<file path="src/rtl/frame_sequencer.sv">
// frame_sequencer
// Frame-level controller for the interleaver -> QPSK mod -> channel -> QPSK
// demod -> deinterleaver loopback chain. A start/busy/done handshake drives
// one frame at a time: run the interleaver, stream the interleaved frame out
// as SYM_W-bit symbols (LSB symbol first), reassemble the demodulated symbols
// MOD_LAT cycles later, then run the deinterleaver. Waits on inter_eno and
// deinter_eno are bounded by TIMEOUT cycles; expiry produces an err pulse.
//
// Ports:
//   clk          in   system clock, all state on rising edge
//   rst_n        in   asynchronous active-low reset
//   start        in   request one frame (sampled only in IDLE)
//   busy         out  high in every state except IDLE
//   done         out  one-cycle pulse on successful completion
//   err          out  one-cycle pulse on timeout
//   inter_en     out  interleaver enable
//   inter_eno    in   interleaver result valid
//   inter_data   in   interleaved frame [FRAME_W]
//   mod_sym      out  symbol to modulator [SYM_W]
//   mod_vld      out  mod_sym is a live symbol
//   demod_sym    in   demodulator output [SYM_W]
//   deinter_en   out  deinterleaver enable
//   deinter_data out  reassembled received frame [FRAME_W]
//   deinter_eno  in   deinterleaver result valid
module frame_sequencer #(
  parameter int FRAME_W = 28,
  parameter int SYM_W   = 2,
  parameter int MOD_LAT = 3,
  parameter int TIMEOUT = 64
) (
  input  logic               clk,
  input  logic               rst_n,
  input  logic               start,
  output logic               busy,
  output logic               done,
  output logic               err,
  output logic               inter_en,
  input  logic               inter_eno,
  input  logic [FRAME_W-1:0] inter_data,
  output logic [SYM_W-1:0]   mod_sym,
  output logic               mod_vld,
  input  logic [SYM_W-1:0]   demod_sym,
  output logic               deinter_en,
  output logic [FRAME_W-1:0] deinter_data,
  input  logic               deinter_eno
);

  localparam int NSYM = FRAME_W / SYM_W;
  localparam int CW   = $clog2(NSYM + MOD_LAT + 1);
  localparam int TW   = $clog2(TIMEOUT + 1);

  localparam logic [CW-1:0] C_NSYM = CW'(NSYM);
  localparam logic [CW-1:0] C_LAT  = CW'(MOD_LAT);
  localparam logic [CW-1:0] C_LAST = CW'(NSYM + MOD_LAT - 1);
  localparam logic [TW-1:0] T_MAX  = TW'(TIMEOUT);

  typedef enum logic [1:0] {
    S_IDLE,
    S_ILV,
    S_STREAM,
    S_DEILV
  } state_t;

  state_t             state_q, state_d;
  logic [CW-1:0]      cnt_q, cnt_d;
  logic [TW-1:0]      tcnt_q, tcnt_d;
  logic [FRAME_W-1:0] tx_q, tx_d;
  logic [FRAME_W-1:0] rx_q, rx_d;
  logic [SYM_W-1:0]   sym_q, sym_d;
  logic               done_q, done_d;
  logic               err_q, err_d;
  logic               tx_live;
  logic               rx_live;
  logic [CW-1:0]      rx_idx;

  always_comb begin
    state_d = state_q;
    cnt_d   = cnt_q;
    tx_d    = tx_q;
    rx_d    = rx_q;
    sym_d   = sym_q;
    done_d  = 1'b0;
    err_d   = 1'b0;
    tx_live = (state_q == S_STREAM) && (cnt_q < C_NSYM);
    // The counter never exceeds C_LAST inside STREAM, so only the lower
    // bound of the receive window needs checking.
    rx_live = (state_q == S_STREAM) && (cnt_q >= C_LAT);
    rx_idx  = cnt_q - C_LAT;

    unique case (state_q)
      S_IDLE: begin
        if (start) state_d = S_ILV;
      end
      S_ILV: begin
        if (inter_eno) begin
          tx_d    = inter_data;
          cnt_d   = '0;
          state_d = S_STREAM;
        end else if (tcnt_q == T_MAX) begin
          err_d   = 1'b1;
          state_d = S_IDLE;
        end
      end
      S_STREAM: begin
        cnt_d = cnt_q + 1'b1;
        // tx is consumed as a shift register: the live symbol is always
        // the low SYM_W bits, which gives LSB-symbol-first order.
        if (tx_live) begin
          tx_d  = tx_q >> SYM_W;
          sym_d = tx_q[SYM_W-1:0];
        end
        // Receive writes only touch their own slot so the previous frame's
        // remaining symbols stay visible until overwritten.
        if (rx_live) begin
          for (int k = 0; k < NSYM; k++) begin
            if (rx_idx == CW'(k)) rx_d[k*SYM_W +: SYM_W] = demod_sym;
          end
        end
        if (cnt_q == C_LAST) state_d = S_DEILV;
      end
      S_DEILV: begin
        if (deinter_eno) begin
          done_d  = 1'b1;
          state_d = S_IDLE;
        end else if (tcnt_q == T_MAX) begin
          err_d   = 1'b1;
          state_d = S_IDLE;
        end
      end
      default: state_d = S_IDLE;
    endcase

    // Timeout counter restarts on every state entry and only runs in the
    // two wait states.
    if (state_d != state_q) begin
      tcnt_d = '0;
    end else if ((state_q == S_ILV) || (state_q == S_DEILV)) begin
      tcnt_d = tcnt_q + 1'b1;
    end else begin
      tcnt_d = '0;
    end
  end

  always_ff @(posedge clk or negedge rst_n) begin
    if (!rst_n) begin
      state_q <= S_IDLE;
      cnt_q   <= '0;
      tcnt_q  <= '0;
      tx_q    <= '0;
      rx_q    <= '0;
      sym_q   <= '0;
      done_q  <= 1'b0;
      err_q   <= 1'b0;
    end else begin
      state_q <= state_d;
      cnt_q   <= cnt_d;
      tcnt_q  <= tcnt_d;
      tx_q    <= tx_d;
      rx_q    <= rx_d;
      sym_q   <= sym_d;
      done_q  <= done_d;
      err_q   <= err_d;
    end
  end

  assign busy         = (state_q != S_IDLE);
  assign inter_en     = (state_q == S_ILV);
  assign deinter_en   = (state_q == S_DEILV);
  assign mod_vld      = tx_live;
  // Outside the transmit window the last symbol sent is held.
  assign mod_sym      = tx_live ? tx_q[SYM_W-1:0] : sym_q;
  assign deinter_data = rx_q;
  assign done         = done_q;
  assign err          = err_q;

endmodule
</file>
<file path="config.mk">
export PLATFORM = sky130hd
export DESIGN_NAME = frame_sequencer
export DESIGN_NICKNAME = d
export VERILOG_FILES = /design/src/rtl/frame_sequencer.sv
export SDC_FILE = /design/constraint.sdc
export NUM_CORES = 1
export LEC_CHECK = 0
export CORE_MARGIN = 1
export CORE_UTILIZATION = 47
export CTS_CLUSTER_SIZE = 14
export DETAILED_ROUTE_END_ITERATION = 16
export DONT_BUFFER_PORTS = 1
export GPL_TIMING_DRIVEN = 1
export PLACE_DENSITY = 0.68
export REMOVE_ABC_BUFFERS = 1
export SETUP_SLACK_MARGIN = 0.5
export SLEW_MARGIN = 40
export SYNTH_ARGS = -nofsm -noshare
export SYNTH_HDL_FRONTEND = slang
export SYNTH_SLANG_ARGS = --single-unit
export TNS_END_PERCENT = 5
</file>
<file path="constraint.sdc">
create_clock -name clk -period 3.17 [get_ports clk]
set_clock_uncertainty 0.05 [all_clocks]
set_input_delay 0.317 -clock clk [delete_from_list [all_inputs] [get_ports clk]]
set_output_delay 0.317 -clock clk [all_outputs]
set_load 0.05 [all_outputs]
</file>
### After elaboration in Yosys (flattened, before gate mapping)

Index checks and enable logic that the tools add are counted.

| operators by class | value |
|---|---|
| $mul | 0 |
| equal/unequal tests | 21 |
| div/mod/pow operators | 0 |
| multiplexer cells | 20 |
| reductions and logical operators | 23 |
| add/sub/neg operators | 3 |
| shifts and indexed selects | 0 |
| $lt $le $gt $ge | 2 |
| bitwise operators | 0 |

Operators with widths:

| kind | number |
|---|---|
| $mux 28 | 2 |
| $pmux 28 s2 | 1 |
| $reduce_and 3->1 | 15 |
| $eq 5x4->1 const B | 6 |
| $eq 5x3->1 const B | 4 |
| $mux 7 | 2 |
| $mux 2 | 6 |
| $eq 5x2->1 const B | 2 |
| $pmux 5 s2 | 1 |
| $pmux 2 s4 | 1 |
| $add 7x1->7 const B | 1 |
| $eq 7x7->1 const B | 1 |
| $add 5x1->5 const B | 1 |
| $eq 5x1->1 const B | 1 |
| $eq 5x5->1 const B | 1 |
| $ge 5x2->1 const B | 1 |
| $logic_not 5->1 | 1 |
| $lt 5x4->1 const B | 1 |
| $mux 1 | 5 |
| $mux 5 | 1 |
| $sub 5x2->5 const B | 1 |
| $eq 2x2->1 const B | 2 |
| $reduce_bool 2->1 | 2 |
| $eq 2x1->1 const B | 1 |
| other kinds (8) | 9 |

| word-level totals | value |
|---|---|
| register bits | 74 |
| memories kept | 0 |
| bits in writable memories | 0 |
| latch bits | 0 |
| output and inout bits | 36 |
| word-level logic and storage cells | 90 |
| memory bits (read-only) | 0 |

### Logic depth before layout (Yosys ltp)

Gate-level depths: netlist (run 1).

| logic depth | value |
|---|---|
| depth in word-level cells | 6 |
| depth in mapped cells | 7 |
| gate-level depth less buffers | 6 |

### Worst setup path before layout (run 1)

Ideal clock, no wire load.

| timing path | value |
|---|---|
| kind | register to register |
| start point | reg state_q[1] |
| end point | reg tcnt_q[2] |
| data required time | 3.034 ns |
| buffers on the path | 1 |
| cell stages (with the launch flop) | 8 |
| slack | 1.010 ns |
| library setup time | 0.086 ns |
| arrival | 2.023 ns |
| period minus slack after synthesis | 2.160 ns |
| cells stage by stage | dfrtp_1 -> inv_1 -> ha_1 -> nand2b_1 -> clkbuf_1 -> a22oi_1 -> o221ai_2 -> nor3_1 |

| on the way | value |
|---|---|
| elaborated cells between the ends (all ways) | 14 |
| those cells by class | eq/ne: 4; mux: 8; reduce/logical: 2 |

RTL lines:

| element | line | source |
|---|---|---|
| from (decl) | 64 | `state_t state_q, state_d;` |
| from (signal assigned) | 155 | `state_q <= state_d;` |
| $eq 2x1->1 (*) | -- |  |
| named net inter_en | 37 | `output logic inter_en,` |
| $pmux 2 s4 / $logic_or 1x1->1 (equally long branches) | 90, 137 |  |
| $ne 2x2->1 / $mux 7 (equally long branches) | 135, 137 |  |
| $mux 7 (*) | 135 | `if (state_d != state_q) begin` |
| named net tcnt_d[2] | 66 | `logic [TW-1:0] tcnt_q, tcnt_d;` |
| to (signal assigned) | 157 | `tcnt_q <= tcnt_d;` |
| to (decl) | 66 |  |

Mark *: on every way through the listed nets, which the timed path passes. The rest lies on a longest branch.
A chain may end at the register's enable or synchronous reset.

### Worst setup path in the final report (run 1)

| timing path | value |
|---|---|
| start point | reg cnt_q[1] |
| end point | reg rx_q[21] (netlist: deinter_data[21]) |

| on the way | value |
|---|---|
| cells in the longest elaborated chain, start to end | 3 |
| elaborated cells between the ends (all ways) | 5 |
| those cells by class | add/sub: 1; order compare: 1; eq/ne: 1; reduce/logical: 2 |

RTL lines:

| element | line | source |
|---|---|---|
| from (decl) | 65 | `logic [CW-1:0] cnt_q, cnt_d;` |
| from (signal assigned) | 156 | `cnt_q <= cnt_d;` |
| $sub 5x2->5 / $ge 5x2->1 (equally long branches) | 88, 87 |  |
| $eq 5x4->1 / $logic_and 1x1->1 (equally long branches) | 116, 87 |  |
| $reduce_and 3->1 (no line) (*) | -- |  |
| to (signal assigned) | 159 | `rx_q <= rx_d;` |
| to (decl) | 68 | `logic [FRAME_W-1:0] rx_q, rx_d;` |

Every way passes the cells marked *; elsewhere a longest branch is shown, timed or not.

==> out/metrics.cfg, run 1 <==
[logic_synthesis]
synth-xor-area-share_pct=1.20
synthFlopType=dfrtp_1
synth_area_leaders=dfrtp_1, mux2_2, mux2i_1
yosys-top-cells-count=dfrtp_1, nand2_1, o21ai_0
ys_types=53
synth_adder_area_share_pct=4.11
synth_compound_area_share_pct=10.9
yosys_warnings=0
synth_top_cell_area_share_pct=50.7
synth_edf_count=0
async_reset_ff_share_pct=100
yosysMostFrequentCell=dfrtp_1
synth.mux.area_fraction_pct=17.0
synth-simple-area-share_pct=12.9
syn_area_mm2=0.00365
syn_area_per_cell_um2=11.0
ys_seq_elements=74
netlist_instances=331
synth_top_cell_by_area=dfrtp_1
ys_seq_area_share_pct=50.7
synth_top_family_by_area=multiplexers

[global_route]
grt_max_degree=75
grt_first_pass_wirelength_um=12000
antenna_found_initial=0
grt_pass1_vias=2385
overflow=0
grt_use_total_pct=18.8

[cells_and_area]
areaGrowthSynthToFinish_pct=8.29
fin_util_pct=53.7
fill_cells=674
stdcell_count=435
final_cell_area_mm2=0.00396
layout-drive-gt1-share_pct=19.0
diodes=0
fin_nets=378

[clock_network]
htreeDepth=3
cts.sinks=74
root_buffer=clkbuf_8
cts_tree=yes
cts.clk_slew.worst_paths_ps=80
postCtsSetupRepairBufs=0
clk_latency_ps=340
numCtsBuffers=9
clock_path_buffers=2

[critical_path]
startpoint=cnt_q[1]$_DFFE_PN0P_
r2r_setup_slack_ps=770
worstPathRequired_ps=3360
slowest_delay_ps=510
worstRegToRegCells=5
path_cells=ha_1, o31a_4, nor3_1, a21boi_1, mux2_2
rr_startpoint=cnt_q[1]$_DFFE_PN0P_
crit_type=reg -> reg
crit_fanout=11
start_kind=flop
slowest_stage=dfrtp_1
end_kind=flop
arrival_ps=2580

[sta]
finalCritPeriodShare_pct=75.6
setup_viol=0
maxSlewHeadroom_pct=55.1
rsz0062_at_grt=no
timing.fmax_mhz=417
slew_violations=0
hold_viol=0
tightest_slew_ps=667
fin_crit_ps=2400
fin_ws_ps=772

[pwr]
p_per_area_mw_per_mm2=813
vdd_ir_drop_max_v=0.000397
p_total_uw=3220
p_leak_uw=0.00171

[placement]
dp_hpwl_um=4840
placedCellCount=417
portBuffers=0
placed_area_mm2=0.00372
place_ws_ps=579
gp_congestion=0.752

[drt]
wl_um=7080
ant_nets=0
drtPass1Iterations=4
num_vias=2405
wl_per_cell_um=16.3
via_per_inst=5.53
drt_iter0_drc=147
drc=0

[min_path]
min_from=deinter_eno
hold-path-cell-count=1
hp-class=in -> reg

[floorplan]
boundaryPins=71
initial_utilization_pct=49.6
dieArea_mm2=0.00813
rows=31
die_width_um=90.2
core_mm2=0.00737
die_h_um=90.2

[status]
run_status=finished, final reports clean

[flow_run]
maxCapViolCount=0

-- cells by family (layout without fill, tap and decap cells) --
| kind of cell | Yosys count | in the layout |
|---|---|---|
| flops | 74 | 74 |
| mux | 58 | 58 |
| simple gates | 94 | 94 |
| xor+xnor | 5 | 5 |
| fa+ha+maj | 12 | 12 |
| buf+inv | 27 | 32 |
| compound gates | 61 | 61 |
-- where the power goes --
part / switching, µW / internal (µW) / leakage, µW
Clock: 343 / 346 / 0.0000944
Combinational: 720 / 382 / 0.000672
Sequential: 236 / 1190 / 0.000942
-- through the flow --
| stage | TNS, ps | hold slack (ps) |
|---|---|---|
| 5_1_grt | 0 | 42.4 |
| 3_3_place_gp | 0 | -25.2 |
| 6_report | 0 | 46.2 |
| 4_1_cts | 0 | 28.5 |
| 2_1_floorplan | -29560 | -28.6 |
| 3_5_place_dp | 0 | -26.4 |
-- final timing paths --
check                                                     to
max in group asynchronous               cnt_q[3]$_DFFE_PN0P_
worst max register to register  deinter_data[21]$_DFFE_PN0P_
worst max-delay path            deinter_data[21]$_DFFE_PN0P_
min in group asynchronous               tx_q[14]$_DFFE_PN0P_
worst min register to register          tx_q[27]$_DFFE_PN0P_
worst min-delay path                          done$_DFF_PN0_
-- timing repair --
item / in CTS / in global routing
resized for setup: 0 / 1
hold buffers: 2 / 0
setup endpoints to repair: 0 / 34
hold endpoints to repair: 74 / 0
-- layout by cell type, fill, tap and decap left out, types with 3 or more instances in the layout --
master / n
dfrtp_1: 74
nand2_1: 47
o21ai_0: 34
mux2_2: 30
mux2i_1: 26
clkbuf_8: 12
inv_1: 11
nor3_1: 10
ha_1: 10
nand3_1: 7
nor2_1: 5
nand2b_1: 3
a21oi_1: 3
xnor2_1: 3
nand4_1: 3
buf_4: 3
-- cell type report --
class | count | area [µm²] | share of cell area [%]
tap | 99 | 124 | 3.13
multi-input combinational | 230 | 1690 | 42.7
sequential | 74 | 1850 | 46.8
clock inverter | 4 | 25.0 | 0.633
inverter | 11 | 41.3 | 1.04
timing repair buffer | 5 | 60.1 | 1.52
clock buffer | 12 | 165 | 4.18
-- worst max-delay path: cells and delay by family, from the launching register on --
kind / cells / cell delay [ps]
mux: 1 / 370
fa+ha+maj: 1 / 380
simple gates: 1 / 340
compound gates: 2 / 640
flops: 1 / 510
-- registers in the layout, indices dropped and copies added, names as in the netlist --
signal        count
cnt_q             5
err               1
state_q           2
done              1
tcnt_q            7
tx_q             28
deinter_data     28
sym_q             2
-- layer usage --
layer | vias up | track usage (%) | wire length, µm
li1 | 1167 | - | -
met1 | 1174 | 24.7 | 3120
met2 | 53 | 29.2 | 3440
met3 | 11 | 5.16 | 386
met4 | 0 | 7.93 | 133
met5 | - | 0 | 0
No activity file was read; power rests on OpenSTA's default activity.
==> inputs of run 2 (changes only) <==
--- a/config.mk
+++ b/config.mk
@@ -11,7 +11,7 @@
 export DETAILED_ROUTE_END_ITERATION = 16
 export DONT_BUFFER_PORTS = 1
 export GPL_TIMING_DRIVEN = 1
-export PLACE_DENSITY = 0.68
+export PLACE_DENSITY = 0.7
 export REMOVE_ABC_BUFFERS = 1
 export SETUP_SLACK_MARGIN = 0.5
 export SLEW_MARGIN = 40
==> constraint.sdc (replaced) <==
create_clock -name clk -period 2.05 [get_ports clk]
set_clock_uncertainty 0.05 [all_clocks]
set_input_delay 0.205 -clock clk [delete_from_list [all_inputs] [get_ports clk]]
set_output_delay 0.205 -clock clk [all_outputs]
set_load 0.05 [all_outputs]
==> out/metrics.cfg, run 2 (same netlist as run 1, synthesis figures left out) <==
[status]
run_status=finished with violations
violations=hold timing

[drt]
num_vias=2600  ; +8.1%
wl_per_cell_um=16.3  ; -0.15%
drc=0  ; unchanged
via_per_inst=5.56  ; +0.49%
wl_um=7610  ; +7.4%
drtPass1Iterations=4  ; unchanged
drt_iter0_drc=106  ; -28%
ant_nets=0  ; unchanged

[floorplan]
die_h_um=90.2  ; unchanged
core_mm2=0.00737  ; unchanged
rows=31  ; unchanged
initial_utilization_pct=49.6  ; unchanged
dieArea_mm2=0.00813  ; unchanged
boundaryPins=71  ; unchanged
die_width_um=90.2  ; unchanged

[pwr]
clkPwrFrac_pct=23.9  ; +2.5 points
sw_frac_of_total_pct=38.1  ; -2.3 points
p_total_uw=5670  ; +76%
seqPwrFrac_pct=38.0  ; -6.3 points
vdd_ir_drop_max_v=0.000656  ; +65%
switching_power_uw=2160  ; +66%
p_per_area_mw_per_mm2=1270  ; +56%
pwr-share-comb_pct=38.1  ; +3.8 points
cellInternalPower_uw=3510  ; +83%
p_leak_uw=0.00192  ; +13%

[cells_and_area]
areaGrowthSynthToFinish_pct=22.5
layout-drive-gt1-share_pct=30.6  ; +12 points
fin_util_pct=60.7  ; +7.1 points
fill_cells=620  ; -8.0%
fin_nets=411  ; +8.7%
multiInputGateArea_mm2=0.00188  ; +11%
most-common-layout-cells=dfrtp_1, nand2_1, o21ai_0, mux2i_1, mux2_2
final_common_cell=dfrtp_1
regArea_mm2=0.00186  ; +0.20%
diodes=0  ; unchanged

[clock_network]
cts.sinks=74  ; unchanged
root_buffer=clkbuf_8
numCtsBuffers=9  ; unchanged
htreeDepth=3  ; unchanged
cts.clk_slew.worst_paths_ps=80  ; about the same
cts_tree=yes
hold_buffers=9  ; +7
clk_latency_ps=340  ; about the same
clock_path_buffers=2  ; unchanged

[sta]
rsz0062_at_grt=yes
setup_viol=0  ; unchanged
hold_viol=74  ; +74
hold_ws_ps=-492  ; -538 ps
timing.fmax_mhz=499  ; +20%
fin_crit_ps=2000  ; -395 ps
finalCritPeriodShare_pct=97.7  ; +22 points
tightest_slew_ps=617  ; -49.8 ps
maxSlewHeadroom_pct=58.4  ; +3.4 points
slew_violations=0  ; unchanged
fin_ws_ps=47.6  ; -725 ps

[global_route]
grt_pass1_vias=2662  ; +12%
grt_max_degree=75  ; unchanged
grt_first_pass_wirelength_um=12600  ; +5.0%
grt_use_total_pct=19.4  ; +0.62 points
antenna_found_initial=0  ; unchanged
overflow=0  ; unchanged

[critical_path]
crit_type=reg -> reg
worstPathRequired_ps=2220  ; -1140 ps
start_kind=flop
arrival_ps=2170  ; -410 ps
end_kind=flop
crit_fanout=5  ; -6
r2r_setup_slack_ps=50  ; -720 ps

[flow_run]
maxCapViolCount=0  ; unchanged

[min_path]
hp-class=in -> async

[placement]
gp_congestion=0.829  ; +10%
portBuffers=0  ; unchanged
dp_hpwl_um=4930  ; +1.7%
place_ws_ps=-59.5  ; -639 ps

[run 2: stage by stage]
step                      instances  area [µm²]  setup TNS [ps]
after floorplan                 315        3580          -91760
after global placement          435        3870               0
after detailed placement        435        3870            -354
after CTS                       467        4370               0
after global routing            468        4480               0
final                           468        4480               0
[run 2: worst paths after layout]
check,end,startpoint,cells past startpoint
worst max register to register,deinter_data[6]$_DFFE_PN0P_,cnt_q[1]$_DFFE_PN0P_,6
min in group clk,tx_q[17]$_DFFE_PN0P_,inter_data[17],2
max in group asynchronous,state_q[1]$_DFF_PN0_,rst_n,0
worst min register to register,tx_q[27]$_DFFE_PN0P_,tx_q[27]$_DFFE_PN0P_,2
worst min-delay path,done$_DFF_PN0_,rst_n,0
worst max-delay path,deinter_data[6]$_DFFE_PN0P_,cnt_q[1]$_DFFE_PN0P_,6
[run 2: layout make-up]
type                    count  share of cell area, %
clock buffers               9                   2.77
well taps                  99                   2.77
repair buffers             38                   7.58
clock inverters             7                   2.60
multi-input cells         230                   41.9
inverters                  11                  0.923
flip-flops and latches     74                   41.5
[run 2: critical path, stage by stage, from the launching register on]
cell and delay [ps]:
dfrtp_1 420, buf_6 150, buf_4 150, and4b_1 210, o21a_1 240, o21ai_0 290
mux2_2 380
[run 2: power groups by stage]
stage,logic (µW),registers [µW],clock network [µW]
after detailed placement,1920,2170,0
after floorplan,1410,2140,0
after CTS,2070,2160,1390
after global placement,1850,2150,0
after global routing,2420,2200,1440
final,2160,2160,1360
[run 2: what timing repair did]
| item | in CTS | in global routing |
|---|---|---|
| buffers inserted | 7 | 1 |
| resized for setup | 25 | 24 |
| pin swaps | 4 | 3 |
| endpoints found under the hold margin | 109 | 74 |
| setup endpoints to repair | 79 | 77 |
[run 2: routing by layer]
metal	routed length, µm	track usage, %	share of wire, %	up-vias
li1	-	-	-	1236
met4	113	8.60	1.5	0
met3	414	4.99	5.4	11
met2	3780	31.6	50	55
met1	3300	24.3	43	1298
met5	0	0	0	-
